### config.mk
export PLATFORM = sky130hd
export DESIGN_NAME = parking_lot_controller_flat
export DESIGN_NICKNAME = d
export VERILOG_FILES = /design/src/rtl/parking_lot_controller_if.sv /design/src/rtl/parking_lot_controller.sv /design/src/flat_wrapper.sv
export SDC_FILE = /design/constraint.sdc
export NUM_CORES = 1
export LEC_CHECK = 0
export ABC_AREA = 1
export ABC_CLOCK_PERIOD_IN_PS = 3400
export CORE_ASPECT_RATIO = 1.75
export CORE_MARGIN = 2
export CORE_UTILIZATION = 50
export CTS_BUF_LIST = sky130_fd_sc_hd__clkbuf_2 sky130_fd_sc_hd__clkbuf_4 sky130_fd_sc_hd__clkbuf_8
export CTS_CLUSTER_SIZE = 8
export DETAILED_ROUTE_END_ITERATION = 6
export PLACE_DENSITY = 0.75
export SLEW_MARGIN = 20
export SYNTH_ARGS = -nofsm -noshare
export SYNTH_HDL_FRONTEND = slang
export SYNTH_SLANG_ARGS = --single-unit
export TNS_END_PERCENT = 50
### constraint.sdc
create_clock -name clk -period 3.4 [get_ports clk]
set_clock_uncertainty 0.15 [all_clocks]
set_input_delay 0.68 -clock clk [delete_from_list [all_inputs] [get_ports clk]]
set_output_delay 0.68 -clock clk [all_outputs]
set_load 0.01 [all_outputs]
### src/rtl/parking_lot_controller_if.sv
// Parking lot controller bus.
// Groups the sensor pulses, entry request and controller status into one bundle.
//   master : sensor/driver side; drives entry_req, enter and exit, and observes the status
//   slave  : controller side; consumes the requests and pulses, and drives the status
// Signals:
//   entry_req  level, the driver at the entry wants the gate
//   enter      one-cycle pulse, a car completed entry
//   exit       one-cycle pulse, a car completed exit
//   gate_open  entry gate open command
//   occupancy  cars currently inside
//   full       occupancy plus the reserved space equals capacity
//   empty      no cars inside and no reservation
//   timeout    one-cycle pulse, an open grant expired unused
//   error      one-cycle pulse, an unauthorised enter or an exit at zero
interface parking_lot_controller_if #(
  parameter int CNT_W = 5
) ();
  logic             entry_req;
  logic             enter;
  logic             exit;
  logic             gate_open;
  logic [CNT_W-1:0] occupancy;
  logic             full;
  logic             empty;
  logic             timeout;
  logic             error;

  modport master (
    output entry_req, enter, exit,
    input  gate_open, occupancy, full, empty, timeout, error
  );

  modport slave (
    input  entry_req, enter, exit,
    output gate_open, occupancy, full, empty, timeout, error
  );
endinterface

### src/rtl/parking_lot_controller.sv
// Parking lot occupancy manager and entry-gate sequencer.
// The controller keeps the car count from the sensor FSM's enter/exit pulses.
// It grants entry-gate openings only while a space is free.
// Each grant reserves one space until the car is sensed or the grant times out.
// All outputs are registered.
// Ports:
//   clk    rising-edge clock
//   reset  asynchronous active-high reset
//   bus    parking_lot_controller_if.slave
//          inputs  : entry_req, enter, exit
//          outputs : gate_open, occupancy, full, empty, timeout, error
module parking_lot_controller #(
  parameter int CAPACITY = 25,
  parameter int CNT_W    = 5,
  parameter int TIMEOUT  = 50,
  parameter int TO_W     = 6
) (
  input  logic                     clk,
  input  logic                     reset,
  parking_lot_controller_if.slave  bus
);

  typedef enum logic [1:0] {G_IDLE, G_OPEN, G_HOLD} gstate_t;

  gstate_t          state, state_nxt;
  logic [CNT_W-1:0] occ, occ_nxt;
  logic             res, res_nxt;
  logic [TO_W-1:0]  timer, timer_nxt;
  logic             gate_q, gate_nxt;
  logic             timeout_q, timeout_nxt;
  logic             error_q, error_nxt;
  logic             full_q, full_nxt;
  logic             empty_q, empty_nxt;

  logic [CNT_W:0]   load;       // occupancy + reservation
  logic             avail;
  logic             in_open;
  logic             tailgate;
  logic             enter_ok;
  logic             exit_ok;
  logic             grant;
  logic             tim_last;

  assign load     = {1'b0, occ} + {{CNT_W{1'b0}}, res};
  assign avail    = load < (CNT_W+1)'(CAPACITY);
  assign in_open  = (state == G_OPEN);
  assign tim_last = (timer == TO_W'(TIMEOUT - 1));

  // An enter pulse while the gate is open consumes the reservation.
  // This is always accepted.
  // Any other enter pulse is a tailgate: it is counted only if a space is free.
  assign tailgate = bus.enter & ~in_open;
  assign enter_ok = bus.enter & (in_open | avail);

  // An exit is checked against the count after the enter pulse.
  // An exit at zero that coincides with an accepted enter therefore nets to zero.
  assign exit_ok  = bus.exit & ((occ != '0) | enter_ok);

  // A tailgate accepted on the same edge takes the space first.
  // The grant must not reserve that space as well.
  assign grant    = (state == G_IDLE) & bus.entry_req &
                    ((load + {{CNT_W{1'b0}}, tailgate}) < (CNT_W+1)'(CAPACITY));

  // State register
  always_ff @(posedge clk or posedge reset) begin
    if (reset) state <= G_IDLE;
    else       state <= state_nxt;
  end

  // Next-state logic
  always_comb begin
    state_nxt = state;
    case (state)
      G_IDLE:  if (grant) state_nxt = G_OPEN;
      G_OPEN:  if (bus.enter || tim_last) state_nxt = G_HOLD;
      G_HOLD:  state_nxt = G_IDLE;
      default: state_nxt = G_IDLE;
    endcase
  end

  // Output logic: next values of the registered outputs and of the counters
  always_comb begin
    res_nxt     = res;
    timer_nxt   = timer;
    gate_nxt    = gate_q;
    timeout_nxt = 1'b0;
    case (state)
      G_IDLE: begin
        if (grant) begin
          res_nxt   = 1'b1;
          timer_nxt = '0;
          gate_nxt  = 1'b1;
        end
      end
      G_OPEN: begin
        if (bus.enter) begin
          res_nxt  = 1'b0;
          gate_nxt = 1'b0;
        end else if (tim_last) begin
          res_nxt     = 1'b0;
          gate_nxt    = 1'b0;
          timeout_nxt = 1'b1;
        end else begin
          timer_nxt = timer + TO_W'(1);
        end
      end
      default: begin
        res_nxt  = 1'b0;
        gate_nxt = 1'b0;
      end
    endcase

    case ({enter_ok, exit_ok})
      2'b10:   occ_nxt = occ + CNT_W'(1);
      2'b01:   occ_nxt = occ - CNT_W'(1);
      default: occ_nxt = occ;
    endcase

    error_nxt = tailgate | (bus.exit & ~exit_ok);
    full_nxt  = ({1'b0, occ_nxt} + {{CNT_W{1'b0}}, res_nxt}) == (CNT_W+1)'(CAPACITY);
    empty_nxt = (occ_nxt == '0) & ~res_nxt;
  end

  // Registers for the counters and outputs
  always_ff @(posedge clk or posedge reset) begin
    if (reset) begin
      occ       <= '0;
      res       <= 1'b0;
      timer     <= '0;
      gate_q    <= 1'b0;
      timeout_q <= 1'b0;
      error_q   <= 1'b0;
      full_q    <= 1'b0;
      empty_q   <= 1'b1;
    end else begin
      occ       <= occ_nxt;
      res       <= res_nxt;
      timer     <= timer_nxt;
      gate_q    <= gate_nxt;
      timeout_q <= timeout_nxt;
      error_q   <= error_nxt;
      full_q    <= full_nxt;
      empty_q   <= empty_nxt;
    end
  end

  assign bus.gate_open = gate_q;
  assign bus.occupancy = occ;
  assign bus.full      = full_q;
  assign bus.empty     = empty_q;
  assign bus.timeout   = timeout_q;
  assign bus.error     = error_q;

endmodule

### src/flat_wrapper.sv
// flat-port wrapper written by rule: the top's interface ports become plain ports
module parking_lot_controller_flat 
#(
  parameter int CAPACITY = 25,
  parameter int CNT_W    = 5,
  parameter int TIMEOUT  = 50,
  parameter int TO_W     = 6
)
  (clk, reset, bus_entry_req, bus_enter, bus_exit, bus_gate_open, bus_occupancy, bus_full, bus_empty, bus_timeout, bus_error);
  parking_lot_controller_if #(.CNT_W(CNT_W)) bus_i ();
  input  logic clk;
  input  logic reset;
  input wire logic [$bits(bus_i.entry_req)-1:0] bus_entry_req;
  input wire logic [$bits(bus_i.enter)-1:0] bus_enter;
  input wire logic [$bits(bus_i.exit)-1:0] bus_exit;
  output wire logic [$bits(bus_i.gate_open)-1:0] bus_gate_open;
  output wire logic [$bits(bus_i.occupancy)-1:0] bus_occupancy;
  output wire logic [$bits(bus_i.full)-1:0] bus_full;
  output wire logic [$bits(bus_i.empty)-1:0] bus_empty;
  output wire logic [$bits(bus_i.timeout)-1:0] bus_timeout;
  output wire logic [$bits(bus_i.error)-1:0] bus_error;
  assign bus_i.entry_req = bus_entry_req;
  assign bus_i.enter = bus_enter;
  assign bus_i.exit = bus_exit;
  assign bus_gate_open = bus_i.gate_open;
  assign bus_occupancy = bus_i.occupancy;
  assign bus_full = bus_i.full;
  assign bus_empty = bus_i.empty;
  assign bus_timeout = bus_i.timeout;
  assign bus_error = bus_i.error;
  parking_lot_controller #(.CAPACITY(CAPACITY), .CNT_W(CNT_W), .TIMEOUT(TIMEOUT), .TO_W(TO_W)) u_core (.clk(clk), .reset(reset), .bus(bus_i));
endmodule
==> impl_metrics.env, run 1 <==
export IMPL_multiInputGateArea_um2=812
export IMPL_worstPathRequired_ns=3.44
export IMPL_netlist_top_cells_count="nand2_1, inv_1, nand3_1"
export IMPL_cts_buffer_depth=2
export IMPL_vias_per_cell=5.27
export IMPL_final_antenna_net_count=0
export IMPL_nNetsFinal=236
export IMPL_drc_errors=0
export IMPL_routed_wl_met3_um=63
export IMPL_ys_warn_count=0
export IMPL_drtIter0Drc=18
export IMPL_fillers=229
export IMPL_dp_hpwl_um=2360
export IMPL_drv_cap=0
export IMPL_hold_viol=0
export IMPL_p_per_area_mw_per_mm2=994
export IMPL_yosysSeqAreaShare=0.336
export IMPL_port_buffers=14
export IMPL_synthTopCellsByArea="dfrtp_1, nand2_1, ha_1"
export IMPL_final_setup_viol_count=0
export IMPL_synthCells=192
export IMPL_synth_distinct_cells=25
export IMPL_num_rows=24
export IMPL_antenna_cells=0
export IMPL_ir_drop_uv=573
export IMPL_drt_met1_wl_um=1130
export IMPL_vias=1280
export IMPL_layout_drive_gt1_share=0.138
export IMPL_route_met2_wl_um=1650
export IMPL_clk_pin_slew_ns=0.07
export IMPL_placed_cells=239
export IMPL_synthArstFlopShare=1.00
export IMPL_synth_avg_cell_area_um2=6.99
export IMPL_dieArea_mm2=0.00313
export IMPL_routed_wl_um=2930
export IMPL_yosys_area_top_type="dfrtp_1"
export IMPL_antenna_found_initial=0
export IMPL_start_kind="flop"
export IMPL_synth_area_mm2=0.00134
export IMPL_start_util=0.532
export IMPL_seqCellArea_um2=452
export IMPL_ys_ff_latch=18
export IMPL_top_layer="met4"
export IMPL_grt_usage=0.210
export IMPL_grt_max_degree=19
export IMPL_h_tree_depth=1
export IMPL_yosysMostFrequentCell="nand2_1"
export IMPL_tightest_slew_ns=0.676
export IMPL_pin_count=15
export IMPL_max_freq_mhz=317
export IMPL_status="finished, final reports clean"
export IMPL_cts_buffers=3
export IMPL_syn_nets=210
export IMPL_wl_per_cell_um=12.1
export IMPL_p_leak_nw=0.882
export IMPL_synth_top_area_frac=0.317
export IMPL_die_w_um=43.2
export IMPL_gp_routability_congestion=0.918
export IMPL_cts_tree="yes"
export IMPL_critical_path_class="flop to flop"
export IMPL_crit_fanout=4
export IMPL_die_y_um=72.6
export IMPL_setup_tns_ns=0
export IMPL_cts_root_buf="clkbuf_8"
export IMPL_cts_sinks=18
export IMPL_cp_arrival_ns=3.19
export IMPL_first_pass_iters=4
export IMPL_area_growth_synth_to_final_pct=23.7
export IMPL_first_global_vias=1303
export IMPL_place_area_mm2=0.00157
export IMPL_slew_viol_final=0
export IMPL_setup_worst_path_end_class="flop"
export IMPL_final_cells=243
export IMPL_grt_pass1_wl_um=5170
export IMPL_synth_edff_count=0
export IMPL_clock_latency_ns=0.25
export IMPL_fin_crit_ns=3.16
export IMPL_period_share=0.929
export IMPL_finish_utilization=0.658
export IMPL_postCtsHoldBufs=0
export IMPL_core_mm2=0.00252
export IMPL_grt_overflow_total=0
export IMPL_max_slew_margin=0.549
export IMPL_finalInstanceArea_mm2=0.00166
export IMPL_hp_class="flop to flop"
export IMPL_ys_flop_type="dfrtp_1"
path summary, 6_finish.rpt:
path                                                        start                                 to  slack, ns  cells past startpoint
worst max-delay path            u_core.bus.occupancy[0]$_DFF_PP0_          u_core.bus.full$_DFF_PP0_       0.24                     21
max in group asynchronous                                   reset  u_core.bus.occupancy[0]$_DFF_PP0_       2.00                      2
worst min register to register        u_core.timer[5]$_DFFE_PP0P_        u_core.timer[5]$_DFFE_PP0P_       0.43                      2
worst max register to register  u_core.bus.occupancy[0]$_DFF_PP0_          u_core.bus.full$_DFF_PP0_       0.24                     21
min in group asynchronous                                   reset        u_core.timer[0]$_DFFE_PP0P_       0.67                      2
worst min-delay path                  u_core.timer[5]$_DFFE_PP0P_        u_core.timer[5]$_DFFE_PP0P_       0.43                      2
logic make-up after synthesis:
kind of cell             count (synthesis)  synth area share
AO/OA/AOI/OAI                           11            0.0429
XOR/XNOR                                 6            0.0391
adder cells (fa/ha/maj)                 13             0.127
buffers and inverters                   30            0.0848
flip-flops                              18             0.336
AND/OR/NAND/NOR                        114             0.370
worst max-delay path: stages, from the launching register on:
cell	delay (ns)
dfrtp_1	0.38
ha_2	0.20
ha_2	0.19
inv_1	0.08
nand2_2	0.07
nand2_2	0.07
a21oi_1	0.06
nand2_1	0.05
nand2_1	0.05
nand2_1	0.06
nand2_2	0.08
a21boi_2	0.13
ha_2	0.19
inv_1	0.05
fa_1	0.45
o21ai_2	0.22
ha_1	0.26
nor2_1	0.10
nand2_1	0.06
inv_1	0.05
nand3_1	0.06
nor2_1	0.08
per-stage QoR:
| step | worst slack (ns) | hold slack [ns] | power, W |
|---|---|---|---|
| 5_1_grt | -0.00453 | 0.464 | 0.00183 |
| 2_1_floorplan | 0.00549 | 0.368 | 0.00109 |
| 3_5_place_dp | -0.140 | 0.412 | 0.00143 |
| 3_3_place_gp | -0.0911 | 0.386 | 0.00140 |
| 6_report | 0.243 | 0.425 | 0.00165 |
| 4_1_cts | 0.0578 | 0.430 | 0.00162 |
metal layers:
| layer | up-vias | GRT usage |
|---|---|---|
| met2 | 25 | 0.406 |
| li1 | 653 | - |
| met4 | 0 | 0.111 |
| met1 | 594 | 0.212 |
| met5 | - | 0 |
| met3 | 8 | 0.0124 |
placed cells by master (no fill, tap or decap), types with 3 or more instances in the layout:
cell type        count
clkdlybuf4s50_1     14
nor3_1               3
nand2_1             54
ha_1                 9
clkbuf_8             4
xor2_1               3
a21oi_1              4
ha_2                 3
nand2_2              5
dfrtp_1             17
buf_4                8
nor2_1              19
xnor2_1              3
inv_1               27
nand3_1             24
area by class of cell:
cell class / count / share of cell area
multi-input combinational: 144 / 0.489
clock buffer: 4 / 0.0332
timing repair buffer: 22 / 0.121
tap: 26 / 0.0196
inverter: 29 / 0.0656
sequential: 18 / 0.272
sequential cells by signal (all words and copies together), names as in the netlist:
signal                flops
u_core.bus.timeout        1
u_core.res                1
u_core.bus.full           1
u_core.bus.error          1
u_core.bus.occupancy      5
u_core.timer              6
u_core.bus.empty          1
u_core.state              2
timing repair:
| action | in CTS | in global routing |
|---|---|---|
| setup endpoints to repair | 1 | 3 |
| gates resized for setup | 2 | 12 |
| pin swaps | 0 | 1 |
| setup buffers | 0 | 0 |
report_power, final:
| part | internal [W] | total, W | switching [W] |
|---|---|---|---|
| registers | 0.000282 | 0.000346 | 0.0000637 |
| clock network | 0.000103 | 0.000174 | 0.0000715 |
| logic | 0.000469 | 0.00113 | 0.000663 |
| total | 0.000853 | 0.00165 | 0.000798 |
No activity file was read; power rests on OpenSTA's default activity.
==> run 2, diff against run 1 <==
--- a/config.mk
+++ b/config.mk
@@ -7,6 +7,7 @@
 export LEC_CHECK = 0
 export ABC_AREA = 1
 export ABC_CLOCK_PERIOD_IN_PS = 3400
+export CAP_MARGIN = 20
 export CORE_ASPECT_RATIO = 1.75
 export CORE_MARGIN = 2
 export CORE_UTILIZATION = 50
==> results of run 2 <==
Same layout as run 1: the final DEF is identical, and so are final timing and power.
==> run 3, diff against run 2 <==
--- a/config.mk
+++ b/config.mk
@@ -14,7 +14,7 @@
 export CTS_BUF_LIST = sky130_fd_sc_hd__clkbuf_2 sky130_fd_sc_hd__clkbuf_4 sky130_fd_sc_hd__clkbuf_8
 export CTS_CLUSTER_SIZE = 8
 export DETAILED_ROUTE_END_ITERATION = 6
-export PLACE_DENSITY = 0.75
+export PLACE_DENSITY = 0.72
 export SLEW_MARGIN = 20
 export SYNTH_ARGS = -nofsm -noshare
 export SYNTH_HDL_FRONTEND = slang
==> run 3 against run 2 <==
Net effect:
- non-clock buffer count increased by 1
- die area unchanged
- hold slack got worse by 0.0039 ns
- register-to-register slack got worse by 0.08 ns
- routed wire length increased by 3.8%
- sequential share of layout area decreased by 0.36 points
- maximum frequency decreased by 2.4%
- clock power decreased by 6%
- worst setup slack got worse by 0.077 ns
- sequential cell count unchanged
- design area increased by 1.4%
- critical path depth unchanged
- largest cell class unchanged
==> impl_metrics.env, run 3 (same netlist as run 1, synthesis figures left out) <==
export IMPL_ir_drop_uv=617
export IMPL_cp_arrival_ns=3.27
export IMPL_largest_register_ffs=6
export IMPL_setup_worst_path_end_class="flop"
export IMPL_dieArea_mm2=0.00313
export IMPL_cts_sinks=18
export IMPL_max_freq_mhz=309
export IMPL_antenna_cells=0
export IMPL_core_mm2=0.00252
export IMPL_layout_drive_gt1_share=0.161
export IMPL_grt_max_degree=19
export IMPL_placed_cells=239
export IMPL_first_pass_iters=4
export IMPL_grt_pass1_wl_um=5030
export IMPL_rsz0062_at_grt="true"
export IMPL_antenna_found_initial=0
export IMPL_dp_hpwl_um=2380
export IMPL_fin_crit_ns=3.23
export IMPL_vias=1276
export IMPL_clock_power_share=0.096
export IMPL_grt_overflow_total=0
export IMPL_period_share=0.951
export IMPL_seq_power_share=0.206
export IMPL_pin_count=15
export IMPL_place_area_mm2=0.00157
export IMPL_clk_pin_slew_ns=0.07
export IMPL_grt_usage=0.211
export IMPL_p_leak_nw=0.885
export IMPL_die_w_um=43.2
export IMPL_hold_viol=0
export IMPL_final_common_cell="nand2_1"
export IMPL_worstPathRequired_ns=3.44
export IMPL_switching_share=0.488
export IMPL_gp_routability_congestion=0.890
export IMPL_slew_viol_final=0
export IMPL_start_util=0.532
export IMPL_setup_tns_ns=0
export IMPL_p_switching_w=0.000830
export IMPL_vias_per_cell=5.23
export IMPL_start_kind="flop"
export IMPL_mostFrequentLayoutCells="nand2_1, inv_1, nand3_1"
export IMPL_nNetsFinal=237
export IMPL_crit_fanout=4
export IMPL_final_setup_viol_count=0
export IMPL_status="finished, final reports clean"
export IMPL_max_slew_margin=0.524
export IMPL_fillers=232
export IMPL_drc_errors=0
export IMPL_area_growth_synth_to_final_pct=25.3
export IMPL_num_rows=24
export IMPL_cts_root_buf="clkbuf_8"
export IMPL_cts_buffers=3
export IMPL_die_y_um=72.6
export IMPL_finalInstanceArea_mm2=0.00168
export IMPL_p_comb_frac=0.698
export IMPL_h_tree_depth=1
export IMPL_cts_tree="yes"
export IMPL_whs_ns=0.421
export IMPL_finish_utilization=0.667
export IMPL_critical_path_class="flop to flop"
export IMPL_p_int_w=0.000873
export IMPL_cts_buffer_depth=2
export IMPL_routed_wl_um=3040
export IMPL_p_per_area_mw_per_mm2=1010
export IMPL_final_cells=244
export IMPL_final_antenna_net_count=0
export IMPL_postCtsHoldBufs=0
export IMPL_port_buffers=14
export IMPL_tightest_slew_ns=0.713
export IMPL_hp_class="flop to flop"
export IMPL_drv_cap=0
export IMPL_first_global_vias=1259
export IMPL_drtIter0Drc=33
export IMPL_wl_per_cell_um=12.5
export IMPL_clock_latency_ns=0.26
export IMPL_largest_register="u_core.timer"
-- run 3: changes by cell type in the layout (fill, tap and decap cells not counted), sizes merged --
cell  delta
buf      +1
-- run 3: worst paths after layout --
kind / from / endpoint / slack, ns / cells past startpoint
min in group asynchronous: reset / u_core.timer[2]$_DFFE_PP0P_ / 0.69 / 2
min reg2reg: u_core.timer[3]$_DFFE_PP0P_ / u_core.timer[3]$_DFFE_PP0P_ / 0.42 / 2
max: u_core.res$_DFF_PP0_ / u_core.bus.full$_DFF_PP0_ / 0.17 / 21
min: u_core.timer[3]$_DFFE_PP0P_ / u_core.timer[3]$_DFFE_PP0P_ / 0.42 / 2
max reg2reg: u_core.res$_DFF_PP0_ / u_core.bus.full$_DFF_PP0_ / 0.17 / 21
max in group asynchronous: reset / u_core.bus.occupancy[1]$_DFF_PP0_ / 1.96 / 2
-- run 3: layout make-up --
class	count	area [um2]	area share
Inverter	29	109	0.0647
Tap cell	26	32.5	0.0193
Multi-Input combinational cell	144	833	0.495
Sequential cell	18	452	0.268
Clock buffer	4	48.8	0.0290
Timing Repair Buffer	23	208	0.123
-- run 3: worst max-delay path, cell delays in order, from the launching register on --
cell      delay, ns
dfrtp_1        0.38
ha_2           0.21
ha_4           0.18
inv_2          0.06
nand2_2        0.07
nand2_2        0.07
a21oi_2        0.05
nand2_1        0.05
nand2_1        0.06
nand2_1        0.08
nand2_2        0.08
a21boi_2       0.15
ha_2           0.20
inv_2          0.04
fa_1           0.49
o21ai_2        0.22
ha_1           0.27
nor2_2         0.08
nand2_1        0.05
inv_1          0.04
nand3_1        0.07
nor2_1         0.11
-- run 3: metal layers --
metal	part of all wire	global-route usage
met3	0.026	0.0149
met1	0.38	0.208
met2	0.57	0.408
met5	0	0
met4	0.029	0.121
-- run 3: per-stage QoR --
stage	setup WS, ns	power, W
after floorplan	0.00549	0.00109
after global placement	-0.0537	0.00139
after detailed placement	-0.150	0.00143
after CTS	0.0382	0.00162
after global routing	-0.0765	0.00189
final	0.166	0.00170
-- run 3: repair_timing --
action / CTS / global route
endpoints found under the setup margin: 1 / 4
pin swaps: 0 / 10
gates resized for setup: 2 / 17
setup buffers: 0 / 1
-- run 3: power by group through the flow --
stage | sequential, W | combinational, W | clock, W
after floorplan | 0.000366 | 0.000724 | 0
after global placement | 0.000347 | 0.00105 | 0
after detailed placement | 0.000350 | 0.00108 | 0
after CTS | 0.000345 | 0.00110 | 0.000167
after global routing | 0.000357 | 0.00136 | 0.000177
final | 0.000351 | 0.00119 | 0.000163
